<file path="config.mk">
export PLATFORM = sky130hd
export DESIGN_NAME = chacha_stream_xor_flat
export DESIGN_NICKNAME = d
export VERILOG_FILES = /design/src/rtl/chacha_pkg.sv /design/src/rtl/chacha_stream_xor_if.sv /design/src/rtl/chacha_stream_xor_word_fifo.sv /design/src/rtl/chacha_stream_xor.sv /design/src/flat_wrapper.sv
export SDC_FILE = /design/constraint.sdc
export NUM_CORES = 1
export LEC_CHECK = 0
export ABC_AREA = 1
export CORE_ASPECT_RATIO = 2
export CORE_UTILIZATION = 30
export CTS_CLUSTER_DIAMETER = 200
export CTS_CLUSTER_SIZE = 20
export DETAILED_ROUTE_END_ITERATION = 10
export GPL_TIMING_DRIVEN = 0
export MAX_ROUTING_LAYER = met4
export PLACE_DENSITY_LB_ADDON = 0.2
export SLEW_MARGIN = 20
export SYNTH_ARGS = -nofsm -noshare
export SYNTH_HDL_FRONTEND = slang
export SYNTH_SLANG_ARGS = --single-unit
export TNS_END_PERCENT = 100
</file>
<file path="constraint.sdc">
create_clock -name clock -period 56.4 [get_ports clock]
set_input_delay 11.28 -clock clock [delete_from_list [all_inputs] [get_ports clock]]
set_output_delay 11.28 -clock clock [all_outputs]
set_load 0.005 [all_outputs]
</file>
<file path="src/rtl/chacha_pkg.sv">
// Types and constants shared by the ChaCha20 core and its keystream consumers.
package chacha_pkg;
    typedef logic [31:0]  Word_t;
    typedef Word_t [15:0] State_t;
    typedef logic [511:0] RawState_t;

    localparam int ROUND_COUNT = 20;
    localparam int BCOUNT_IDX  = 12;

    typedef enum logic [1:0] {
        CSR_DATA    = 2'd0,
        CSR_STATUS  = 2'd1,
        CSR_CONTROL = 2'd2
    } CsrAddr_t;

    // Word i of a block travels on bits [32*i +: 32] of the raw stream bus.
    function automatic RawState_t ToRawState(input State_t s);
        RawState_t r;
        r = '0;
        for (int i = 0; i < 16; i++) r[32*i +: 32] = s[i];
        return r;
    endfunction

    function automatic State_t FromRawState(input RawState_t r);
        State_t s;
        s = '0;
        for (int i = 0; i < 16; i++) s[i] = r[32*i +: 32];
        return s;
    endfunction
endpackage

</file>
<file path="src/rtl/chacha_stream_xor_if.sv">
// Avalon-MM CSR port plus Avalon-ST pad sink between the CPU, the generator and the XOR block.
interface chacha_stream_xor_if;
    import chacha_pkg::*;

    logic      csr_write;
    logic      csr_read;
    logic [1:0] csr_address;
    Word_t     csr_writedata;
    Word_t     csr_readdata;
    logic      csr_waitrequest;
    RawState_t st_data;
    logic      st_valid;
    logic      st_ready;

    modport slave (
        input  csr_write, csr_read, csr_address, csr_writedata, st_data, st_valid,
        output csr_readdata, csr_waitrequest, st_ready
    );

    modport master (
        output csr_write, csr_read, csr_address, csr_writedata, st_data, st_valid,
        input  csr_readdata, csr_waitrequest, st_ready
    );
endinterface

</file>
<file path="src/rtl/chacha_stream_xor_word_fifo.sv">
// Show-ahead word FIFO with synchronous flush and occupancy count.
module word_fifo
    import chacha_pkg::*;
#(
    parameter int DEPTH = 16
) (
    input  logic                   clock,
    input  logic                   reset,
    input  logic                   i_flush,
    input  logic                   i_push,
    input  Word_t                  i_data,
    input  logic                   i_pop,
    output Word_t                  o_head,
    output logic [$clog2(DEPTH):0] o_count,
    output logic                   o_full,
    output logic                   o_empty
);
    localparam int AW = $clog2(DEPTH);
    localparam int CW = AW + 1;

    Word_t          r_mem [DEPTH];
    logic [AW-1:0]  r_wr_ptr;
    logic [AW-1:0]  r_rd_ptr;
    logic [CW-1:0]  r_count;
    logic           w_push_ok;
    logic           w_pop_ok;

    assign o_full    = (r_count == CW'(DEPTH));
    assign o_empty   = (r_count == '0);
    assign o_count   = r_count;
    assign o_head    = r_mem[r_rd_ptr];
    assign w_push_ok = i_push && !o_full;
    assign w_pop_ok  = i_pop && !o_empty;

    always_ff @(posedge clock) begin
        if (w_push_ok) r_mem[r_wr_ptr] <= i_data;
    end

    // Pointers wrap naturally because DEPTH is a power of two.
    always_ff @(posedge clock) begin
        if (reset || i_flush) begin
            r_wr_ptr <= '0;
            r_rd_ptr <= '0;
            r_count  <= '0;
        end else begin
            if (w_push_ok) r_wr_ptr <= r_wr_ptr + AW'(1);
            if (w_pop_ok)  r_rd_ptr <= r_rd_ptr + AW'(1);
            r_count <= r_count + CW'(w_push_ok) - CW'(w_pop_ok);
        end
    end
endmodule

</file>
<file path="src/rtl/chacha_stream_xor.sv">
// XORs CPU-written words with ChaCha20 keystream pads (active + prefetch slot) into a result FIFO.
module chacha_stream_xor
    import chacha_pkg::*;
#(
    parameter int DEPTH = 16
) (
    input  logic                 clock,
    input  logic                 reset,
    chacha_stream_xor_if.slave   bus
);
    localparam int CW = $clog2(DEPTH) + 1;

    State_t          r_act;
    State_t          r_pf;
    logic            r_act_v;
    logic            r_pf_v;
    logic [3:0]      r_idx;

    logic            w_flush;
    logic            w_data_wr;
    logic            w_data_rd;
    logic            w_wr_acc;
    logic            w_rd_acc;
    logic            w_last;
    logic            w_beat;
    logic            w_act_free;
    Word_t           w_xor;
    Word_t           w_head;
    Word_t           w_status;
    State_t          w_beat_pad;
    logic [CW-1:0]   w_count;
    logic            w_full;
    logic            w_empty;

    assign w_flush    = bus.csr_write && (bus.csr_address == CSR_CONTROL) && bus.csr_writedata[0];
    assign w_data_wr  = bus.csr_write && (bus.csr_address == CSR_DATA);
    assign w_data_rd  = bus.csr_read && !bus.csr_write && (bus.csr_address == CSR_DATA);
    assign w_wr_acc   = w_data_wr && r_act_v && !w_full;
    assign w_rd_acc   = w_data_rd && !w_empty;
    assign w_last     = w_wr_acc && (r_idx == 4'd15);
    assign w_beat     = bus.st_valid && bus.st_ready;
    // A beat may land straight in act when the last word of a lone pad is consumed this cycle.
    assign w_act_free = !r_act_v || (w_last && !r_pf_v);
    assign w_xor      = bus.csr_writedata ^ r_act[r_idx];
    assign w_beat_pad = FromRawState(bus.st_data);
    assign w_status   = {19'd0, r_pf_v, r_act_v, r_idx, 7'(w_count)};

    assign bus.st_ready        = !r_pf_v && !reset && !w_flush;
    assign bus.csr_waitrequest = (w_data_wr && !w_wr_acc) || (w_data_rd && w_empty);

    always_comb begin
        bus.csr_readdata = '0;
        if (bus.csr_read && !bus.csr_write) begin
            case (bus.csr_address)
                CSR_DATA:   if (!w_empty) bus.csr_readdata = w_head;
                CSR_STATUS: bus.csr_readdata = w_status;
                default:    bus.csr_readdata = '0;
            endcase
        end
    end

    always_ff @(posedge clock) begin
        if (reset || w_flush) begin
            r_act_v <= 1'b0;
            r_pf_v  <= 1'b0;
            r_idx   <= '0;
        end else begin
            if (w_wr_acc) r_idx <= r_idx + 4'd1;
            if (w_beat && w_act_free) begin
                r_act   <= w_beat_pad;
                r_act_v <= 1'b1;
                r_idx   <= '0;
            end else if (w_last && r_pf_v) begin
                r_act  <= r_pf;
                r_pf_v <= 1'b0;
            end else if (w_last) begin
                r_act_v <= 1'b0;
            end
            if (w_beat && !w_act_free) begin
                r_pf   <= w_beat_pad;
                r_pf_v <= 1'b1;
            end
        end
    end

    word_fifo #(.DEPTH(DEPTH)) u_fifo (
        .clock   (clock),
        .reset   (reset),
        .i_flush (w_flush),
        .i_push  (w_wr_acc),
        .i_data  (w_xor),
        .i_pop   (w_rd_acc),
        .o_head  (w_head),
        .o_count (w_count),
        .o_full  (w_full),
        .o_empty (w_empty)
    );
endmodule

</file>
<file path="src/flat_wrapper.sv">
// flat-port wrapper written by rule: the top's interface ports become plain ports
module chacha_stream_xor_flat import chacha_pkg::*;
#(
    parameter int DEPTH = 16
)
  (clock, reset, bus_csr_write, bus_csr_read, bus_csr_address, bus_csr_writedata, bus_st_data, bus_st_valid, bus_csr_readdata, bus_csr_waitrequest, bus_st_ready);
  chacha_stream_xor_if bus_i ();
  input  logic clock;
  input  logic reset;
  input wire logic [$bits(bus_i.csr_write)-1:0] bus_csr_write;
  input wire logic [$bits(bus_i.csr_read)-1:0] bus_csr_read;
  input wire logic [$bits(bus_i.csr_address)-1:0] bus_csr_address;
  input wire logic [$bits(bus_i.csr_writedata)-1:0] bus_csr_writedata;
  input wire logic [$bits(bus_i.st_data)-1:0] bus_st_data;
  input wire logic [$bits(bus_i.st_valid)-1:0] bus_st_valid;
  output wire logic [$bits(bus_i.csr_readdata)-1:0] bus_csr_readdata;
  output wire logic [$bits(bus_i.csr_waitrequest)-1:0] bus_csr_waitrequest;
  output wire logic [$bits(bus_i.st_ready)-1:0] bus_st_ready;
  assign bus_i.csr_write = bus_csr_write;
  assign bus_i.csr_read = bus_csr_read;
  assign bus_i.csr_address = bus_csr_address;
  assign bus_i.csr_writedata = bus_csr_writedata;
  assign bus_i.st_data = bus_st_data;
  assign bus_i.st_valid = bus_st_valid;
  assign bus_csr_readdata = bus_i.csr_readdata;
  assign bus_csr_waitrequest = bus_i.csr_waitrequest;
  assign bus_st_ready = bus_i.st_ready;
  chacha_stream_xor #(.DEPTH(DEPTH)) u_core (.clock(clock), .reset(reset), .bus(bus_i));
endmodule
</file>
==> flow_summary.yaml, run 1 <==
outcome:
  status: "completed"
sta:
  rsz0062_at_grt: "no"
  max_freq_mhz: 37.8
  slew_viol_final: 0
  finalSetupViolations: 0
  tns_ns: 0
  layout_min_cycle_time_ns: 26.49
  skew_ns: 0.0656
  worstMarginPinSlew_ns: 1.22
  finalHoldViolCount: 0
  slew_headroom_pct: 17.9
  finalCritPeriodShare_pct: 47.0
layout:
  area_growth_pct: 20.9
  final_util_pct: 36.5
  post-route-cell-area_um2: 78700
  fillers: 21172
  multi_input_area_um2: 16100
  finalNetCount: 7001
  register_area_um2: 46600
  final_cell_mix: "edfxtp_1 (1536), nand2_1 (1440), nor2_1 (681), nand3_1 (667), clkdlybuf4s50_1 (584)"
  drive_gt1_share_pct: 6.35
  final_common_cell: "edfxtp_1"
grt:
  grt_pass1_wl_um: 354000
  antenna_found_initial: 146
  grtUsageTotal_pct: 23.9
  grt_use_met1_pct: 23.2
  grt_busiest_layer: "met2"
  met2_usage_pct: 42.5
  grt_pass1_vias: 46053
  grt.overflow.total: 0
  use_met3_pct: 6.03
  grt_max_degree: 103
die:
  core_um2: 216000
  die_w_um: 331
  start_util_pct: 30.2
  rows: 241
  ioPinCount: 585
  die_y_um: 661
  dieArea_um2: 219000
synthesis:
  yosys_register_bits: 1559
  synth_edf_count: 1536
  ys_types: 29
  yosys_most_used_dff: "edfxtp_1"
  synthArstFlopShare_pct: 0
  syn_area_um2: 65100
  syn_inst: 5708
  synth_warnings: 0
  seq_area_frac_synth_pct: 71.6
  syn_area_per_cell_um2: 11.4
  synth_nets: 6272
setup_path:
  reg2reg_depth: 12
  reg2reg_to: "u_core.u_fifo.r_mem[6][19]$_DFFE_PP_"
  required_ns: 45.12
  cp-end-kind: "output pin"
  crit_start: "bus_csr_write"
  startpoint_type: "primary input"
  reg2reg_slack_ns: 51.07
  cp-endpoint: "bus_csr_readdata[20]"
  r2r_start: "u_core.r_idx[0]$_SDFFE_PP0P_"
  critical_path_arrival_ns: 15.21
  path_max_fanout: 10
  critPathKind: "in2out"
cts:
  cts_setup_buffers: 0
  cts_tree: "yes"
  root_buffer: "clkbuf_16"
  cts.repair.resized: 0
  cts_buffers: 87
  cts_buffer_depth: 3
  clkTransAtPathRegs_ns: 0.09
  h-tree-depth: 3
  cts.sinks: 1559
  clock_latency_ns: 0.75
  ctsHoldBuffers: 0
hold_path:
  hold_class: "reg2reg"
detailed_routing:
  vias: 45807
  route.detailed.drc: 0
  wire_per_inst_um: 27.6
  final_antenna_net_count: 0
  first_iter_violations: 3760
  firstDrtPassIters: 5
  wl_um: 259000
  avgViaCountPerCell: 4.88
flow_run:
  drv_cap: 0
placed_design:
  hpwl_um: 206000
  place_area_um2: 76000
  io_buffers: 584
  gp_congestion: 0.976
pwr:
  leakagePower_nw: 28.2
  ir_drop_mv: 0.0357
  power_mw: 2.19
  powerDensity_nw_per_um2: 27.8
## cell type report
class                      instances  area share, %
antenna                          118          0.375
buffer                           380           2.56
clock buffer                     114           2.92
clock inverter                     6          0.168
inverter                         153          0.739
multi-input combinational       3616           20.4
sequential                      1559           59.2
tap                             2794           4.44
timing repair buffer             640           9.23
## how the worst min path moves through the flow
stage	start	to	slack [ns]	cells after the start
6_report	u_core.u_fifo.r_rd_ptr[3]$_SDFFE_PP0N_	register	0.45	1
3_5_place_dp	u_core.u_fifo.r_rd_ptr[3]$_SDFFE_PP0N_	u_core.u_fifo.r_rd_ptr[3]$_SDFFE_PP0N_	0.44	1
3_3_place_gp	u_core.u_fifo.r_rd_ptr[3]$_SDFFE_PP0N_	u_core.u_fifo.r_rd_ptr[3]$_SDFFE_PP0N_	0.44	1
5_1_grt	u_core.u_fifo.r_rd_ptr[3]$_SDFFE_PP0N_	register	0.48	1
2_1_floorplan	u_core.u_fifo.r_rd_ptr[3]$_SDFFE_PP0N_	register	0.41	1
4_1_cts	u_core.u_fifo.r_rd_ptr[3]$_SDFFE_PP0N_	u_core.u_fifo.r_rd_ptr[3]$_SDFFE_PP0N_	0.45	1
## state kept, by name, indices dropped and copies added (netlist names), named ones only
register                flops
u_core.r_act              512
u_core.r_pf_v               1
u_core.r_pf               512
u_core.r_idx                4
u_core.u_fifo.r_wr_ptr      4
u_core.u_fifo.o_count       5
u_core.r_act_v              1
u_core.u_fifo.r_rd_ptr      4
u_core.u_fifo.r_mem       512
## cells in the mapped netlist (2+ instances only)
master / instances / area [um2]
buf_2: 152 / 761
ha_1: 12 / 150
nor2_1: 697 / 2620
buf_6: 45 / 507
buf_1: 25 / 93.8
clkinv_1: 4 / 15.0
nand4_1: 4 / 25.0
inv_2: 26 / 97.6
dfxtp_1: 23 / 460
a21oi_1: 52 / 260
inv_1: 123 / 462
edfxtp_1: 1536 / 46100
nor3_1: 2 / 10.0
nand3_1: 667 / 3340
o211ai_1: 122 / 916
buf_4: 17 / 128
o21ai_0: 547 / 2740
clkbuf_1: 141 / 529
xor2_1: 3 / 26.3
o22ai_1: 50 / 313
o21ai_1: 13 / 65.1
nand2_1: 1440 / 5410
## worst max-delay path, cell delays in order
cell             delay [ns]
clkdlybuf4s50_1        0.50
inv_1                  0.09
nand2_1                0.16
nor2_1                 0.15
nand2_1                0.33
inv_1                  0.59
clkbuf_1               0.81
nand2_1                0.26
nor2_1                 0.43
clkdlybuf4s50_1        0.61
## power breakdown
group	leakage [nW]	switching (mW)	internal [mW]	total [mW]
combinational	12.9	0.129	0.0759	0.205
sequential	14.1	0.00635	1.30	1.30
clock	1.17	0.391	0.290	0.681
## metrics by stage
stage,hold slack [ns],std cells,worst slack (ns)
after floorplan,0.412,5708,18.42
after global placement,0.437,9086,3.61
after detailed placement,0.441,9142,29.77
after CTS,0.449,9262,29.77
after global routing,0.482,9363,29.78
final,0.450,9380,29.91
## metal layers
| metal | wire (um) | up-vias |
|---|---|---|
| li1 | - | 21568 |
| met1 | 87000 | 22213 |
| met2 | 134000 | 1627 |
| met3 | 20000 | 399 |
| met4 | 18300 | 0 |
| met5 | 0 | - |
## cells by family (layout without fill, tap and decap cells)
kind of cell | Yosys count | count (layout) | share of synthesized area [%]
simple gates | 2814 | 2814 | 17.5
flops | 1559 | 1559 | 71.6
compound gates | 785 | 785 | 6.60
buf+inv | 533 | 1293 | 3.98
fa+ha+maj | 13 | 13 | 0.261
xor+xnor | 4 | 4 | 0.0538
other cells | 0 | 118 | 0
No activity file was read; power rests on OpenSTA's default activity.
==> run 2: changes to the inputs <==
clock period = 22.1 ns   (was 56.4 ns; I/O delays follow)
==> run 2 against run 1 <==
Combinational power grew to 2.6 times the previous value. First-iteration DRC count grew 6.1%. Register-to-register slack lost 34 ns. Worst hold slack gained 0.021 ns. Sequential power grew to 2.6 times the previous value. Sequential cell count is the same. Routed wire length grew 0.75%. Clock-buffer cell count grew 10. Critical path depth is the same. Global-route usage grew 0.18 points.
==> flow_summary.yaml, run 2 (same netlist as run 1, synthesis figures left out) <==
setup_path:
  critical_path_arrival_ns: 8.21
  crit_chain: "clkdlybuf4s50_1 > nor2_2 > inv_1 > nor2_1 > nand2_1 > inv_1 > clkbuf_1 > nand2_1 > nor2_1 > clkdlybuf4s50_1"
  reg2reg_depth: 14
  required_ns: 17.68
  crit_start: "bus_csr_address[1]"
  startpoint_type: "primary input"
  cp_num_cells: 10
  cpLargestDelayFamily: "buffers and inverters"
  r2r_start: "u_core.r_pf_v$_SDFFE_PP0P_"
  path_max_fanout: 10
  cp_num_buf_inv: 5
  cpMaxStageDelayCell: "clkbuf_1"
  timing.critical_path.slowest_cell_delay_ns: 0.76
  critPathKind: "in2out"
  cp-end-kind: "output pin"
layout:
  final_common_cell: "edfxtp_1"
  register_area_um2: 46600
  final_util_pct: 36.5
  drive_gt1_share_pct: 6.39
  largestRegisters: "u_core.r_act: 512 flops, u_core.r_pf: 512 flops, u_core.u_fifo.r_mem: 512 flops"
  fillers: 21164
  finalNetCount: 7004
  area_growth_pct: 21.0
  final_cell_mix: "edfxtp_1 (1536), nand2_1 (1440), nor2_1 (681), nand3_1 (667), clkdlybuf4s50_1 (584)"
  final_cells: 9402
  multi_input_area_um2: 16100
cts:
  cts_setup_buffers: 0
  ctsHoldBuffers: 0
  cts_buffer_depth: 3
  root_buffer: "clkbuf_16"
  cts.repair.resized: 0
  cts.sinks: 1559
  cts_tree: "yes"
  cts_buffers: 87
  clkTransAtPathRegs_ns: 0.10
  clock_latency_ns: 0.76
  h-tree-depth: 3
pwr:
  power_frac_clock_pct: 31.3
  combPwrFrac_pct: 9.4
  internal_power_mw: 4.25
  seqPwrFrac_pct: 59.4
  swShare_pct: 24.2
  ir_drop_mv: 0.0537
  p_sw_mw: 1.35
  powerDensity_nw_per_um2: 71.1
  leakagePower_nw: 28.2
placed_design:
  io_buffers: 584
  numPlacedInstances: 9145
  post-place-ws_ns: 9.25
  gp_congestion: 0.986
  hpwl_um: 207000
sta:
  slew_viol_final: 0
  max_freq_mhz: 79.2
  skew_ns: 0.0914
  rsz0062_at_grt: "no"
  whs_ns: 0.471
  slew_headroom_pct: 14.2
  worstMarginPinSlew_ns: 1.27
  finalCritPeriodShare_pct: 57.1
  layout_min_cycle_time_ns: 12.63
  finalHoldViolCount: 0
  layout_setup_ws_ns: 9.47
  tns_ns: 0
  finalSetupViolations: 0
outcome:
  status: "completed"
die:
  die_w_um: 331
  ioPinCount: 585
  rows: 241
  die_y_um: 661
  start_util_pct: 30.2
  dieArea_um2: 219000
  core_um2: 216000
flow_run:
  drv_cap: 0
detailed_routing:
  final_antenna_net_count: 0
  vias: 45891
  firstDrtPassIters: 6
  avgViaCountPerCell: 4.88
  first_iter_violations: 3990
  wire_per_inst_um: 27.7
  wl_um: 261000
  route.detailed.drc: 0
grt:
  grtUsageTotal_pct: 24.0
  grt.overflow.total: 0
  grt_pass1_vias: 46455
  antenna_found_initial: 154
  grt_pass1_wl_um: 357000
  grt_max_degree: 100
hold_path:
  min-delay-start: "u_core.u_fifo.r_rd_ptr[3]$_SDFFE_PP0N_"
  hold_class: "reg2reg"
  whs_path_depth: 1
==> run 2: cell count changes in the layout (fill, tap and decap cells not counted) <==
cell,change
buf_16,-2
buf_4,+5
clkbuf_1,+10
diode_2,+9
inv_16,-1
inv_6,+1
o21ai_0,-5
o21ai_1,+5
==> run 2: per-layer routing <==
metal,wire length (um),track usage (%),vias up
li1,-,-,21579
met1,87800,23.4,22323
met2,134000,42.5,1621
met3,20300,6.27,368
met4,18500,15.0,0
met5,0,-,-
==> run 2: cell type report <==
type | count | share of cell area [%]
Buffer | 380 | 2.56
Inverter | 153 | 0.739
Timing Repair Buffer | 643 | 9.21
Clock buffer | 124 | 2.97
Antenna cell | 127 | 0.403
Clock inverter | 6 | 0.154
Tap cell | 2794 | 4.44
Sequential cell | 1559 | 59.1
Multi-Input combinational cell | 3616 | 20.4
==> run 2: worst paths after layout <==
path / endpoint / slack [ns]
max: bus_csr_readdata[20] / 9.47
min: u_core.u_fifo.r_rd_ptr[3]$_SDFFE_PP0N_ / 0.47
max reg2reg: u_core.r_act[143]$_DFFE_PP_ / 16.84
min reg2reg: u_core.u_fifo.r_rd_ptr[3]$_SDFFE_PP0N_ / 0.47
==> run 2: per-stage QoR <==
step           power (mW)  area (um2)
2_1_floorplan        3.64       65100
3_3_place_gp         3.94       74400
3_5_place_dp         3.92       76000
4_1_cts              5.64       78500
5_1_grt              5.76       78700
6_report             5.60       78800
==> run 2: power by group through the flow <==
stage | clock, mW | combinational (mW) | sequential (mW)
2_1_floorplan | 0 | 0.227 | 3.42
6_report | 1.75 | 0.524 | 3.33
3_5_place_dp | 0 | 0.527 | 3.39
4_1_cts | 1.78 | 0.529 | 3.33
3_3_place_gp | 0 | 0.504 | 3.44
5_1_grt | 1.87 | 0.565 | 3.33
